[src/rtl/seq_ctrl_pkg.sv]
// Shared types and constants for the sequence-counter advance/clear controller.
package seq_ctrl_pkg;

  typedef enum logic {
    ST_STOP = 1'b0,
    ST_RUN  = 1'b1
  } ctrl_state_t;

  localparam int unsigned DEB_CYCLES_DEF = 500000;
  localparam int unsigned RUN_DIV_DEF    = 50000000;

  localparam int unsigned SIM_DEB_CYCLES = 4;
  localparam int unsigned SIM_RUN_DIV    = 8;

  // Bits needed for a counter spanning 0..n-1, never less than one.
  function automatic int unsigned cnt_width(input int unsigned n);
    return (n > 1) ? $clog2(n) : 1;
  endfunction

endpackage

[src/rtl/key_debounce.sv]
// Synchronizes and debounces one active-low pushbutton; PRESS is a one-cycle
// pulse on the debounced 1->0 transition.
module key_debounce
  import seq_ctrl_pkg::*;
#(
  parameter int unsigned DEB_CYCLES = DEB_CYCLES_DEF
) (
  input  logic CLK,
  input  logic RST_N,
  input  logic KEY_RAW,
  output logic LEVEL,
  output logic PRESS
);

  localparam int unsigned CNT_W = cnt_width(DEB_CYCLES);
  localparam logic [CNT_W-1:0] CNT_LAST = CNT_W'(DEB_CYCLES - 1);

  logic             sync1_q;
  logic             sync2_q;
  logic             level_q;
  logic             level_d;
  logic [CNT_W-1:0] cnt_q;
  logic [CNT_W-1:0] cnt_d;

  always_ff @(posedge CLK or negedge RST_N) begin
    if (!RST_N) begin
      sync1_q <= 1'b1;
      sync2_q <= 1'b1;
      level_q <= 1'b1;
      cnt_q   <= '0;
    end else begin
      sync1_q <= KEY_RAW;
      sync2_q <= sync1_q;
      level_q <= level_d;
      cnt_q   <= cnt_d;
    end
  end

  // Level flips only after DEB_CYCLES consecutive differing samples.
  always_comb begin
    level_d = level_q;
    cnt_d   = '0;
    if (sync2_q != level_q) begin
      if (cnt_q == CNT_LAST) begin
        level_d = ~level_q;
      end else begin
        cnt_d = cnt_q + CNT_W'(1);
      end
    end
  end

  assign LEVEL = level_q;
  assign PRESS = level_q & ~level_d;

endmodule

[src/rtl/seq_step_ctrl.sv]
// Turns step/run/clear pushbuttons into single-cycle ADV and CLR pulses for
// the sequence counter, with manual stepping and prescaled auto-run.
module seq_step_ctrl
  import seq_ctrl_pkg::*;
#(
  parameter int unsigned DEB_CYCLES = DEB_CYCLES_DEF,
  parameter int unsigned RUN_DIV    = RUN_DIV_DEF
) (
  input  logic CLK,
  input  logic RST_N,
  input  logic KEY_STEP,
  input  logic KEY_RUN,
  input  logic KEY_CLR,
  output logic ADV,
  output logic CLR,
  output logic RUNNING
);

  localparam int unsigned PRE_W = cnt_width(RUN_DIV);
  localparam logic [PRE_W-1:0] PRE_LAST = PRE_W'(RUN_DIV - 1);

  logic [2:0]  unused_level;
  logic        step_ev;
  logic        run_ev;
  logic        clr_ev;

  ctrl_state_t state_q;
  ctrl_state_t state_d;
  logic [PRE_W-1:0] presc_q;
  logic [PRE_W-1:0] presc_d;
  logic        adv_q;
  logic        adv_d;
  logic        clr_q;
  logic        clr_d;
  logic        running_q;
  logic        running_d;

  key_debounce #(.DEB_CYCLES(DEB_CYCLES)) u_deb_step (
    .CLK     (CLK),
    .RST_N   (RST_N),
    .KEY_RAW (KEY_STEP),
    .LEVEL   (unused_level[0]),
    .PRESS   (step_ev)
  );

  key_debounce #(.DEB_CYCLES(DEB_CYCLES)) u_deb_run (
    .CLK     (CLK),
    .RST_N   (RST_N),
    .KEY_RAW (KEY_RUN),
    .LEVEL   (unused_level[1]),
    .PRESS   (run_ev)
  );

  key_debounce #(.DEB_CYCLES(DEB_CYCLES)) u_deb_clr (
    .CLK     (CLK),
    .RST_N   (RST_N),
    .KEY_RAW (KEY_CLR),
    .LEVEL   (unused_level[2]),
    .PRESS   (clr_ev)
  );

  always_ff @(posedge CLK or negedge RST_N) begin
    if (!RST_N) begin
      state_q   <= ST_STOP;
      presc_q   <= '0;
      adv_q     <= 1'b0;
      clr_q     <= 1'b0;
      running_q <= 1'b0;
    end else begin
      state_q   <= state_d;
      presc_q   <= presc_d;
      adv_q     <= adv_d;
      clr_q     <= clr_d;
      running_q <= running_d;
    end
  end

  // run_ev beats step_ev; clr_ev overrides any ADV and restarts the prescaler.
  always_comb begin
    state_d = state_q;
    presc_d = presc_q;
    adv_d   = 1'b0;
    clr_d   = 1'b0;
    unique case (state_q)
      ST_STOP: begin
        if (run_ev) begin
          state_d = ST_RUN;
          presc_d = '0;
        end else if (step_ev) begin
          adv_d = 1'b1;
        end
      end
      ST_RUN: begin
        if (run_ev) begin
          state_d = ST_STOP;
          presc_d = '0;
        end else if (presc_q == PRE_LAST) begin
          adv_d   = 1'b1;
          presc_d = '0;
        end else begin
          presc_d = presc_q + PRE_W'(1);
        end
      end
      default: begin
        state_d = ST_STOP;
        presc_d = '0;
      end
    endcase
    if (clr_ev) begin
      clr_d   = 1'b1;
      adv_d   = 1'b0;
      presc_d = '0;
    end
    running_d = (state_d == ST_RUN);
  end

  assign ADV     = adv_q;
  assign CLR     = clr_q;
  assign RUNNING = running_q;

endmodule

[config.mk]
export PLATFORM = sky130hd
export DESIGN_NAME = seq_step_ctrl
export DESIGN_NICKNAME = d
export VERILOG_FILES = /design/src/rtl/seq_ctrl_pkg.sv /design/src/rtl/key_debounce.sv /design/src/rtl/seq_step_ctrl.sv
export SDC_FILE = /design/constraint.sdc
export NUM_CORES = 1
export LEC_CHECK = 0
export ABC_CLOCK_PERIOD_IN_PS = 2740
export BUFFER_PORTS_ARGS = -buffer_cell sky130_fd_sc_hd__clkbuf_2
export CAP_MARGIN = 30
export CORE_ASPECT_RATIO = 0.9
export CORE_MARGIN = 4
export CORE_UTILIZATION = 40
export DETAILED_ROUTE_END_ITERATION = 10
export PLACE_DENSITY_LB_ADDON = 0.1
export SLEW_MARGIN = 5
export SYNTH_ARGS = -nofsm -noshare
export SYNTH_HDL_FRONTEND = slang
export SYNTH_SLANG_ARGS = --single-unit
[constraint.sdc]
create_clock -name CLK -period 2.74 [get_ports CLK]
set_clock_uncertainty 0.05 [all_clocks]
set_input_delay 0.274 -clock CLK [delete_from_list [all_inputs] [get_ports CLK]]
set_output_delay 0.274 -clock CLK [all_outputs]
set_load 0.1 [all_outputs]
=== Word level (Yosys, flattened, before mapping) ===
Cells that the tools add are included.

* Bits in registers: 95
* Bits in latches: 0
* Memory bits (writable): 0
* Memory bits (read-only): 0
* Bits of input ports: 5
* Output and inout bits: 3
* Word-level logic and storage cells: 65
* Memories kept: 0

* Add/subtract/negate cells: 4
* Multipliers: 0
* Div/mod/pow operators: 0
* Order comparisons: 0
* Equality and inequality tests: 8
* Shift-type cells: 0
* Muxes and demuxes: 27
* Bitwise operators: 10
* Reductions and logical operators: 0

{| class="wikitable"
|+ Operators by type and width
! operator !! count
|-
| $mux 19 || 6
|-
| $mux 26 || 4
|-
| $add 19x1->19 const B || 3
|-
| $eq 19x19->1 const B || 3
|-
| $pmux 26 s2 || 1
|-
| $add 26x1->26 const B || 1
|-
| $eq 26x26->1 const B || 1
|-
| $mux 1 || 14
|-
| $not 1->1 || 7
|-
| $pmux 1 s2 || 2
|-
| $and 1x1->1 || 3
|-
| $ne 1x1->1 || 3
|-
| $ne 3x3->1 const B || 1
|}

=== Depth between registers and ports, before layout ===
Gate-level depths: netlist of the first run.

* Depth after elaboration: 9
* Mapped depth: 8
* Mapped depth without buffers: 7

=== Hierarchy ===
From an unflattened synthesis of the first run, not the netlist that was laid out.

* Cell total of the unflattened synthesis: 509
* Area total of the unflattened synthesis: 5,019.8 um2

{| class="wikitable"
|+ Modules (own cells, without submodules)
! module !! times used !! cells an instance !! area an instance (um2) !! seq. area each (um2)
|-
| key_debounce (u_deb_clr ...) || 2 || 109 || 1,097.3 || 554.3
|-
| seq_step_ctrl || 1 || 186 || 1,701.6 || 725.7
|-
| key_debounce (u_deb_run) || 1 || 105 || 1,123.6 || 554.3
|}

=== Worst setup path after synthesis of the first run ===
No wires, ideal clock.

* Kind: reg2reg
* From: register, netlist name RUNNING
* To: register presc_q[24]
* Arrival time: 1.838 ns
* Data required time: 2.613 ns
* Slack: 0.775 ns
* Cell stages (with the launch flop): 4
* Cells stage by stage: dfrtp_1 -> o21ai_2 -> or4_1 -> a21oi_1

{| class="wikitable"
|+ RTL lines
! element !! line !! text
|-
| to (signal assigned) || seq_step_ctrl.sv:71 || <nowiki>presc_q <= presc_d;</nowiki>
|-
| to (decl) || seq_step_ctrl.sv:29 || <nowiki>logic [PRE_W-1:0] presc_q;</nowiki>
|}

=== Worst setup path in the final report of the first run ===
* From: register presc_q[21]
* To: register presc_q[22]

* Word-level cells in the longest chain between the ends: 5

{| class="wikitable"
|+ Ends and longest elaborated chain
! element !! line !! text
|-
| $add 26x1->26 / $eq 26x26->1 (equally long branches) || seq_step_ctrl.sv:101, seq_step_ctrl.sv:97 ||
|-
| $mux 26 * || seq_step_ctrl.sv:97 || <nowiki>end else if (presc_q == PRE_LAST) begin</nowiki>
|-
| $mux 26 * || seq_step_ctrl.sv:94 || <nowiki>if (run_ev) begin</nowiki>
|-
| $pmux 26 s2 * || seq_step_ctrl.sv:84 || <nowiki>unique case (state_q)</nowiki>
|-
| $mux 26 * || seq_step_ctrl.sv:109 || <nowiki>if (clr_ev) begin</nowiki>
|}

Mark *: on every way between the ends. The rest lies on a longest branch, timed or not.
A chain may end at the register's enable or synchronous reset.

==> flow_summary.toml, run 1 <==
[logic_synthesis]
synth_top_area_share_pct = 45.17
yosys_warnings = 0
yosysMostFrequentCell = "nor2_1"
synthesis.area_um2 = 4765
yosysUniqueCellTypes = 48
synth_fa_ha_area_share_pct = 1.050
synthMuxAreaShare_pct = 0.7090
synthCells = 496
synth_top_family_by_area = "simple AND/OR/NAND/NOR gates"
async_reset_ff_share_pct = 100.0
synth-simple-area-share_pct = 29.12
synth.ff_latch_count = 95
yosysTopAreaCell = "dfrtp_1"
netlist_top_cells_count = "nor2_1, dfrtp_1, xor2_1, nand2_1, nand3_1"
synth_area_per_cell_um2 = 9.606
synth_seq_area_share_pct = 50.13
synth_compound_area_share_pct = 5.042
synth_edf_count = 0
synth-xor-area-share_pct = 11.03
synth_fp_nets = 505
synth_flop_cell = "dfrtp_1"
synth_area_leaders = "dfrtp_1, nor2_1, xor2_1, dfstp_2, xnor2_1"

[final_layout]
diodes = 0
drive_gt1_share_pct = 10.12
fin_cells = 670
nets = 518
regArea_um2 = 2389
fillerInstances = 1150
syn_to_final_growth_pct = 10.82
multi_input_area_um2 = 2237

[timing]
hold_viol = 0
finalSetupViolCount = 0
finalCritPeriodShare_pct = 77.78
worst_slack_ps = 608.8
setup_tns_ps = 0
rsz0062_at_grt = "false"
fmax_ghz = 0.4692
hold_slack_ps = 304.9
period_minus_slack_ps = 2131
maxSlewViolCount = 0
tightest_slew_ps = 727.7
relSlewSlack_pct = 51.48

[floorplanning]
dieArea_um2 = 13720
start_util_pct = 41.33
fp.dieW_um = 123.0
rows = 37
core_area_um2 = 11530
die_h_um = 111.5
io_pins = 8

[grt]
grt_usage_pct = 14.29
grt_pass1_wl_um = 16000
grt_overflow = 0
grt_max_degree = 58
antenna_found_initial = 0
grt_pass1_vias = 3436

[setup_path]
critPathLaunchType = "flop"
crit_arrival_ps = 2300
path_class = "reg2reg"
cp_max_fo = 14
end_kind = "flop"
crit_required_ps = 2910

[clock_network]
cts_hold_buffers = 4
numClockSinks = 95
root_buffer = "clkbuf_16"
cts_tree = "done"
cts_setup_buffers = 0
ctsLongestPathBuffers = 2
cts.htree.levels = 3
clk_pin_slew_worst_paths_ps = 60
ctsResizeCount = 0
cts_made_buffers = 9
clock_latency_ps = 340

[drt]
routed_via_density = 5.204
top_layer = "met4"
wl_met2_um = 4156
initialDrtViolationCount = 212
finalWirelength_um = 9104
drt-met1-wl_um = 4528
wl_met3_um = 287
firstDrtPassIters = 4
drcViolationCount = 0
routedWlPerCell_um = 13.59
ant_nets = 0
vias = 3487

[flow_run]
cap_violations = 0

[worst_hold_path]
hp-class = "reg2reg"

[place]
dp_hpwl_um = 6063
place_congestion = 0.8461
dp_cells = 650
place_ws_ps = 611.0
portBuffers = 7

[power]
power_density_nw_per_um2 = 524.2
p_int_w = 0.002176
cellLeakagePower_nw = 2.228
power_frac_clock_pct = 45.5
combPwrFrac_pct = 2.7
ir_drop_mv = 0.3351
p_switching_w = 0.0005916
p_seq_share_pct = 51.8
swShare_pct = 21.37

[outcome]
status = "completed"
-- path summary, 6_finish.rpt --
path | depth (start not counted) | end | slack, ps | from
min in group asynchronous | 2 | u_deb_step.cnt_q[11]$_DFF_PN0_ | 490 | RST_N
max in group asynchronous | 3 | u_deb_step.sync2_q$_DFF_PN1_ | 1440 | RST_N
hold reg to reg | 0 | u_deb_clr.sync2_q$_DFF_PN1_ | 300 | u_deb_clr.sync1_q$_DFF_PN1_
hold / removal | 0 | u_deb_clr.sync2_q$_DFF_PN1_ | 300 | u_deb_clr.sync1_q$_DFF_PN1_
setup / recovery | 6 | presc_q[22]$_DFFE_PN0P_ | 610 | presc_q[21]$_DFFE_PN0P_
setup reg to reg | 6 | presc_q[22]$_DFFE_PN0P_ | 610 | presc_q[21]$_DFFE_PN0P_
-- cell usage in the layout (no fill, tap or decap), types with 2 or more instances in the layout --
cell             n
a21oi_1         22
a22oi_1          2
and2_1           4
and3_1          16
and4_1          11
buf_4            5
clkbuf_16        9
clkbuf_2         6
clkinvlp_4       2
dfrtp_1         86
dfstp_2          9
dlygate4sd3_1    4
ha_1             4
inv_1            8
mux2_2           3
nand2_1         33
nand3_1         32
nand4_1         16
nor2_1         101
nor2_2           2
nor2b_1          3
nor3_1          13
nor3b_1          5
nor4_1           5
nor4_2           2
nor4b_1          6
o21ai_0         15
or2_2            4
or3_1            2
or4_1            2
xnor2_1         25
xor2_1          35
-- metrics by stage --
step	power, W	area [um^2]	utilization [%]
after detailed placement	0.001534	4938	42.84
after CTS	0.002820	5280	45.80
final	0.002768	5280	45.80
after floorplan	0.001492	4765	-
after global placement	0.001532	4938	42.84
after global routing	0.002895	5280	45.80
-- state kept, by name, indices dropped and copies added (netlist names), 19 cells and up --
signal,cells
u_deb_run.cnt_q,19
presc_q,26
u_deb_clr.cnt_q,19
u_deb_step.cnt_q,19
-- power by group through the flow --
stage | Sequential, W | Combinational [W] | Clock, W
2_1_floorplan | 0.00146 | 0.0000339 | 0
5_1_grt | 0.00144 | 0.0000876 | 0.00137
3_3_place_gp | 0.00146 | 0.0000723 | 0
4_1_cts | 0.00143 | 0.0000783 | 0.00131
6_report | 0.00143 | 0.0000740 | 0.00126
3_5_place_dp | 0.00146 | 0.0000737 | 0
-- layout make-up --
cell class                      count  share of cell area [%]
Clock buffer                       11                   4.597
Clock inverter                      5                   1.114
Multi-Input combinational cell    379                   42.37
Inverter                            8                  0.5687
Timing Repair Buffer               16                   2.417
Sequential cell                    95                   45.24
Tap cell                          156                   3.697
-- logic make-up after synthesis --
kind of cell             after synthesis
buffers and inverters                 22
flip-flops                            95
adder cells (fa/ha/maj)                4
multiplexers                           3
AND/OR/NAND/NOR                      268
XOR/XNOR                              60
AO/OA/AOI/OAI                         44
-- worst max-delay path, stage by stage, from the launching register on --
cell and delay [ps]:
dfrtp_1 450, nand4_2 200, or4_4 620, nor2_4 290, o21ai_0 150, a22oi_1 190
nor2_1 50
-- layer usage --
metal / GRT usage [%] / vias up
met5: 0 / -
met1: 19.77 / 1684
met2: 21.64 / 43
met3: 4.114 / 10
li1: - / 1750
met4: 4.649 / 0
No activity file was read; power rests on OpenSTA's default activity.
==> run 2, diff against run 1 <==
--- a/config.mk
+++ b/config.mk
@@ -5,7 +5,8 @@
 export SDC_FILE = /design/constraint.sdc
 export NUM_CORES = 1
 export LEC_CHECK = 0
-export ABC_CLOCK_PERIOD_IN_PS = 2740
+export ABC_AREA = 1
+export ABC_CLOCK_PERIOD_IN_PS = 1700
 export BUFFER_PORTS_ARGS = -buffer_cell sky130_fd_sc_hd__clkbuf_2
 export CAP_MARGIN = 30
 export CORE_ASPECT_RATIO = 0.9
==> constraint.sdc (replaced) <==
create_clock -name CLK -period 1.7 [get_ports CLK]
set_clock_uncertainty 0.05 [all_clocks]
set_input_delay 0.17 -clock CLK [delete_from_list [all_inputs] [get_ports CLK]]
set_output_delay 0.17 -clock CLK [all_outputs]
set_load 0.1 [all_outputs]
==> flow_summary.toml, run 2 <==
[floorplanning]
fp.dieW_um = 132.8
dieArea_um2 = 15980
die_h_um = 120.3
core_area_um2 = 13560
rows = 40
start_util_pct = 41.35
io_pins = 8

[logic_synthesis]
yosys_warnings = 0
synth_fp_nets = 802
synth_flop_cell = "dfrtp_1"
async_reset_ff_share_pct = 100.0
synth_top_area_share_pct = 38.38
yosysTopAreaCell = "dfrtp_1"
synth_area_leaders = "dfrtp_1, nand2_1, nor2_1, inv_1, nand4_1"
yosysMostFrequentCell = "nand2_1"
yosysUniqueCellTypes = 32
synth_seq_area_share_pct = 42.59
synthCells = 793
netlist_top_cells_count = "nand2_1, nor2_1, dfrtp_1, inv_1, nand3_1"
synthesis.area_um2 = 5608
synth_edf_count = 0
synth_area_per_cell_um2 = 7.072
synth.ff_latch_count = 95

[timing]
finalCritPeriodShare_pct = 97.70
fmax_ghz = 0.6021
finalSetupViolCount = 0
period_minus_slack_ps = 1661
rsz0062_at_grt = "true"
worst_slack_ps = 39.14
tightest_slew_ps = 556.3
maxSlewViolCount = 0
relSlewSlack_pct = 62.88
hold_viol = 0
hold_slack_ps = 193.4
setup_tns_ps = 0

[final_layout]
postLayoutCoreUtil_pct = 50.30
final_cell_mix = "nand2_1, nor2_1, dfrtp_1"
regArea_um2 = 2391
regMostFlops = "presc_q"
fillerInstances = 1383
largest_reg_flops = 26
nets = 864
diodes = 0
multi_input_area_um2 = 3004
syn_to_final_growth_pct = 21.66
drive_gt1_share_pct = 18.02
final_common_cell = "nand2_1"

[power]
finalPower_w = 0.004550
ir_drop_mv = 0.5458
power_density_nw_per_um2 = 666.8
cellLeakagePower_nw = 3.013

[clock_network]
cts_tree = "done"
ctsLongestPathBuffers = 2
numClockSinks = 95
root_buffer = "clkbuf_16"
clk_pin_slew_worst_paths_ps = 70
cts.htree.levels = 3
cts_made_buffers = 9
clock_latency_ps = 350

[grt]
grt_overflow = 0
globalRouteMet1Util_pct = 25.04
grt_pass1_vias = 5064
grtUsageMet2_pct = 28.97
grt_max_degree = 55
grt-busiest-layer = "met2"
antenna_found_initial = 0
grt.met3_usage_pct = 3.411
grt_pass1_wl_um = 23940
grt_usage_pct = 18.15

[flow_run]
cap_violations = 0

[drt]
drcViolationCount = 0
vias = 5244
finalWirelength_um = 13990
routedWlPerCell_um = 13.33
initialDrtViolationCount = 365
firstDrtPassIters = 5
ant_nets = 0
routed_via_density = 4.999

[setup_path]
end_kind = "flop"
r2r_setup_slack_ps = 40
crit_required_ps = 1890
crit_arrival_ps = 1850
path_class = "reg2reg"
critPathLaunchType = "flop"
cp_max_fo = 5

[place]
portBuffers = 7
dp_hpwl_um = 9966
place_congestion = 0.9144
place_ws_ps = -129.0

[outcome]
status = "completed"

[worst_hold_path]
hp-class = "in2async"
==> run 2: cell types whose count changed in the layout (fill, tap and decap cells not counted), sizes merged, moves of 11 or more <==
cell | before | now
and4 | 11 | 0
nand3 | 32 | 52
nor3 | 13 | 32
nor2 | 104 | 167
xnor2 | 25 | 8
and3 | 16 | 1
nand4 | 17 | 41
buf | 6 | 50
nand2 | 33 | 216
a21oi | 22 | 11
inv | 8 | 95
==> run 2: cell type report <==
type | count | area share (%)
clock buffer | 10 | 3.356
clock inverter | 6 | 0.9903
inverter | 97 | 5.337
multi-input combinational | 591 | 44.03
sequential | 95 | 35.04
tap | 189 | 3.466
timing repair buffer | 61 | 7.776
==> run 2: path summary, 6_finish.rpt <==
check / start / to / depth (start not counted)
min in group CLK: u_deb_run.sync1_q$_DFF_PN1_ / u_deb_run.sync2_q$_DFF_PN1_ / 0
max in group asynchronous: RST_N / u_deb_clr.sync2_q$_DFF_PN1_ / 3
worst min-delay path: RST_N / u_deb_run.cnt_q[16]$_DFF_PN0_ / 2
worst min register to register: u_deb_run.sync1_q$_DFF_PN1_ / u_deb_run.sync2_q$_DFF_PN1_ / 0
worst max-delay path: presc_q[1]$_DFFE_PN0P_ / presc_q[5]$_DFFE_PN0P_ / 11
worst max register to register: presc_q[1]$_DFFE_PN0P_ / presc_q[5]$_DFFE_PN0P_ / 11
==> run 2: report_power, final <==
| part | internal [W] | total (W) | switching, W |
|---|---|---|---|
| clock | 0.00115 | 0.00207 | 0.000919 |
| sequential | 0.00229 | 0.00231 | 0.0000205 |
| combinational | 0.0000591 | 0.000171 | 0.000112 |
==> run 2: critical path: stages, from the launching register on <==
cell	delay, ps
dfrtp_1	370
ha_2	190
nand2_2	70
nor2_4	130
nand2_2	80
nor2_2	120
nand3_2	100
nand2_4	130
nor2_4	70
clkbuf_16	160
nand2_2	50
nand2_1	40
==> run 2: per-stage QoR <==
step	cells	area, um^2
after CTS	1048	6605
after global placement	1023	6210
after global routing	1049	6823
after floorplan	793	5632
final	1049	6823
after detailed placement	1023	6210
==> run 2: per-layer routing <==
metal | share of wire, % | vias to the layer above
li1 | - | 2640
met3 | 4.2 | 15
met2 | 46 | 113
met4 | 1.4 | 0
met5 | 0 | -
met1 | 48 | 2476
==> run 2: repair_timing <==
item                       in CTS  in global routing
resized for setup               3                 63
pin swaps                       2                 12
setup endpoints to repair      41                 52
setup buffers                   4                  0
hold buffers                    4                  0
gates cloned                    1                  1
hold endpoints to repair       30                  0
==> run 2: cells by family after synthesis <==
kind of cell | synth area share (%)
fa+ha+maj | 0.8925
flops | 42.59
buf+inv | 7.541
simple gates | 40.90
compound gates | 2.298
xor+xnor | 5.779
==> run 3, diff against run 2 <==
--- a/config.mk
+++ b/config.mk
@@ -5,7 +5,6 @@
 export SDC_FILE = /design/constraint.sdc
 export NUM_CORES = 1
 export LEC_CHECK = 0
-export ABC_AREA = 1
 export ABC_CLOCK_PERIOD_IN_PS = 1700
 export BUFFER_PORTS_ARGS = -buffer_cell sky130_fd_sc_hd__clkbuf_2
 export CAP_MARGIN = 30
@@ -13,6 +12,7 @@
 export CORE_MARGIN = 4
 export CORE_UTILIZATION = 40
 export DETAILED_ROUTE_END_ITERATION = 10
+export GPL_TIMING_DRIVEN = 0
 export PLACE_DENSITY_LB_ADDON = 0.1
 export SLEW_MARGIN = 5
 export SYNTH_ARGS = -nofsm -noshare
==> flow_summary.toml, run 3 (synthesized netlist as in run 1, its figures left out) <==
[final_layout]
multi_input_area_um2 = 2734
regArea_um2 = 2401
drive_gt1_share_pct = 36.92
postLayoutCoreUtil_pct = 56.56
diodes = 0
final_cell_mix = "dfrtp_1, nor2_1, buf_4"
nets = 589
fin_cells = 741
syn_to_final_growth_pct = 36.84
largest_reg_flops = 26
regMostFlops = "presc_q"
final_common_cell = "dfrtp_1"
final_area_um2 = 6520
fillerInstances = 976

[place]
post_dp_cell_area_um2 = 5040
portBuffers = 7
dp_hpwl_um = 6327
dp_cells = 659
place_congestion = 0.8638

[timing]
worst_slack_ps = -335.8
relSlewSlack_pct = 50.36
tightest_slew_ps = 744.5
maxSlewViolCount = 0
rsz0062_at_grt = "true"
finalSetupViolCount = 61
hold_viol = 0
finalCritPeriodShare_pct = 119.8
fmax_ghz = 0.4912
period_minus_slack_ps = 2036
hold_slack_ps = 307.2

[drt]
ant_nets = 0
initialDrtViolationCount = 261
routed_via_density = 5.312
drt-met1-wl_um = 5214
finalWirelength_um = 11430
top_layer = "met4"
routedWlPerCell_um = 15.42
wl_met3_um = 519
vias = 3936
wl_met2_um = 5494
drcViolationCount = 0
firstDrtPassIters = 5

[setup_path]
worstRegToRegCells = 8
crit_start = "presc_q[11]$_DFFE_PN0P_"
critPathMaxStageDelay_ps = 450
critPathLaunchType = "flop"
crit_path_cell_trace = "nor4bb_2, nand4_1, buf_6, nor4_4, buf_4, a311oi_2, a41oi_2, a21oi_2"
end_kind = "flop"
r2r-start = "presc_q[11]$_DFFE_PN0P_"
r2r-end = "presc_q[23]$_DFFE_PN0P_"
crit_arrival_ps = 2210
path_class = "reg2reg"
cp_max_fo = 6
critical_path.slowest_cell = "dfrtp_2"
r2r_setup_slack_ps = -340
crit_required_ps = 1880

[clock_network]
cts.htree.levels = 3
root_buffer = "clkbuf_16"
cts_made_buffers = 9
numClockSinks = 95
clk_pin_slew_worst_paths_ps = 70
ctsLongestPathBuffers = 2
clock_latency_ps = 340
cts_tree = "done"

[grt]
grt_usage_pct = 16.97
antenna_found_initial = 0
grt_overflow = 0
grt_pass1_vias = 3898
grt_pass1_wl_um = 18980
grt_max_degree = 96

[worst_hold_path]
holdCritStartpoint = "u_deb_clr.sync1_q$_DFF_PN1_"
hp-class = "reg2reg"
min_to = "u_deb_clr.sync2_q$_DFF_PN1_"
hold_depth = 0

[outcome]
violations = "setup timing"
status = "finished with violations"

[floorplanning]
dieArea_um2 = 13720
io_pins = 8
rows = 37
die_h_um = 111.5
core_area_um2 = 11530
fp.dieW_um = 123.0
start_util_pct = 41.33

[power]
power_density_nw_per_um2 = 746.7
cellLeakagePower_nw = 2.704
ir_drop_mv = 0.5563

[flow_run]
cap_violations = 0
-- run 3: worst max path at each step --
stage | endpoint | slack, ps
after floorplan | presc_q[22]$_DFFE_PN0P_ | -140
after global placement | RUNNING$_DFF_PN0_ | -1050
after detailed placement | presc_q[24]$_DFFE_PN0P_ | -400
after CTS | presc_q[1]$_DFFE_PN0P_ | -250
after global routing | presc_q[25]$_DFFE_PN0P_ | -400
final | presc_q[23]$_DFFE_PN0P_ | -340
-- run 3: timing repair --
item | CTS | global route
hold endpoints to repair | 89 | 0
gates resized for setup | 56 | 93
hold buffers | 4 | 0
cloned | 2 | 3
pin swaps | 25 | 39
setup endpoints to repair | 84 | 79
setup buffers | 40 | 21
-- run 3: area by class of cell --
class / count / area share [%]
Buffer: 11 / 2.034
Clock buffer: 10 / 3.512
Clock inverter: 6 / 1.785
Inverter: 8 / 0.4606
Multi-Input combinational cell: 379 / 41.93
Sequential cell: 95 / 36.83
Tap cell: 156 / 2.994
Timing Repair Buffer: 76 / 10.46
-- run 3: per-stage QoR --
step / TNS (ps) / setup slack (ps) / power (W)
floorplan: -4108 / -139.1 / 0.002406
detailed placement: -19000 / -404.5 / 0.002477
global route: -16220 / -404.1 / 0.005057
CTS: -8203 / -246.2 / 0.004901
finish: -10080 / -335.8 / 0.004868
global placement: -93530 / -1049 / 0.002474
-- run 3: where the power goes --
group          internal [W]  switching, W  total, W
registers           0.00229     0.0000213   0.00231
clock network       0.00145      0.000902   0.00235
logic             0.0000895      0.000113  0.000202
-- run 3: critical path, delay by kind of cell, from the launching register on --
family	cells	cell delay, ps
AND/OR/NAND/NOR	3	740
AO/OA/AOI/OAI	3	320
flip-flops	1	450
buffers and inverters	2	350
-- run 3: layer usage --
metal	vias to the layer above	GRT usage, %
met5	-	0
met4	0	5.683
met3	20	4.012
met2	87	26.08
met1	1944	23.61
li1	1885	-
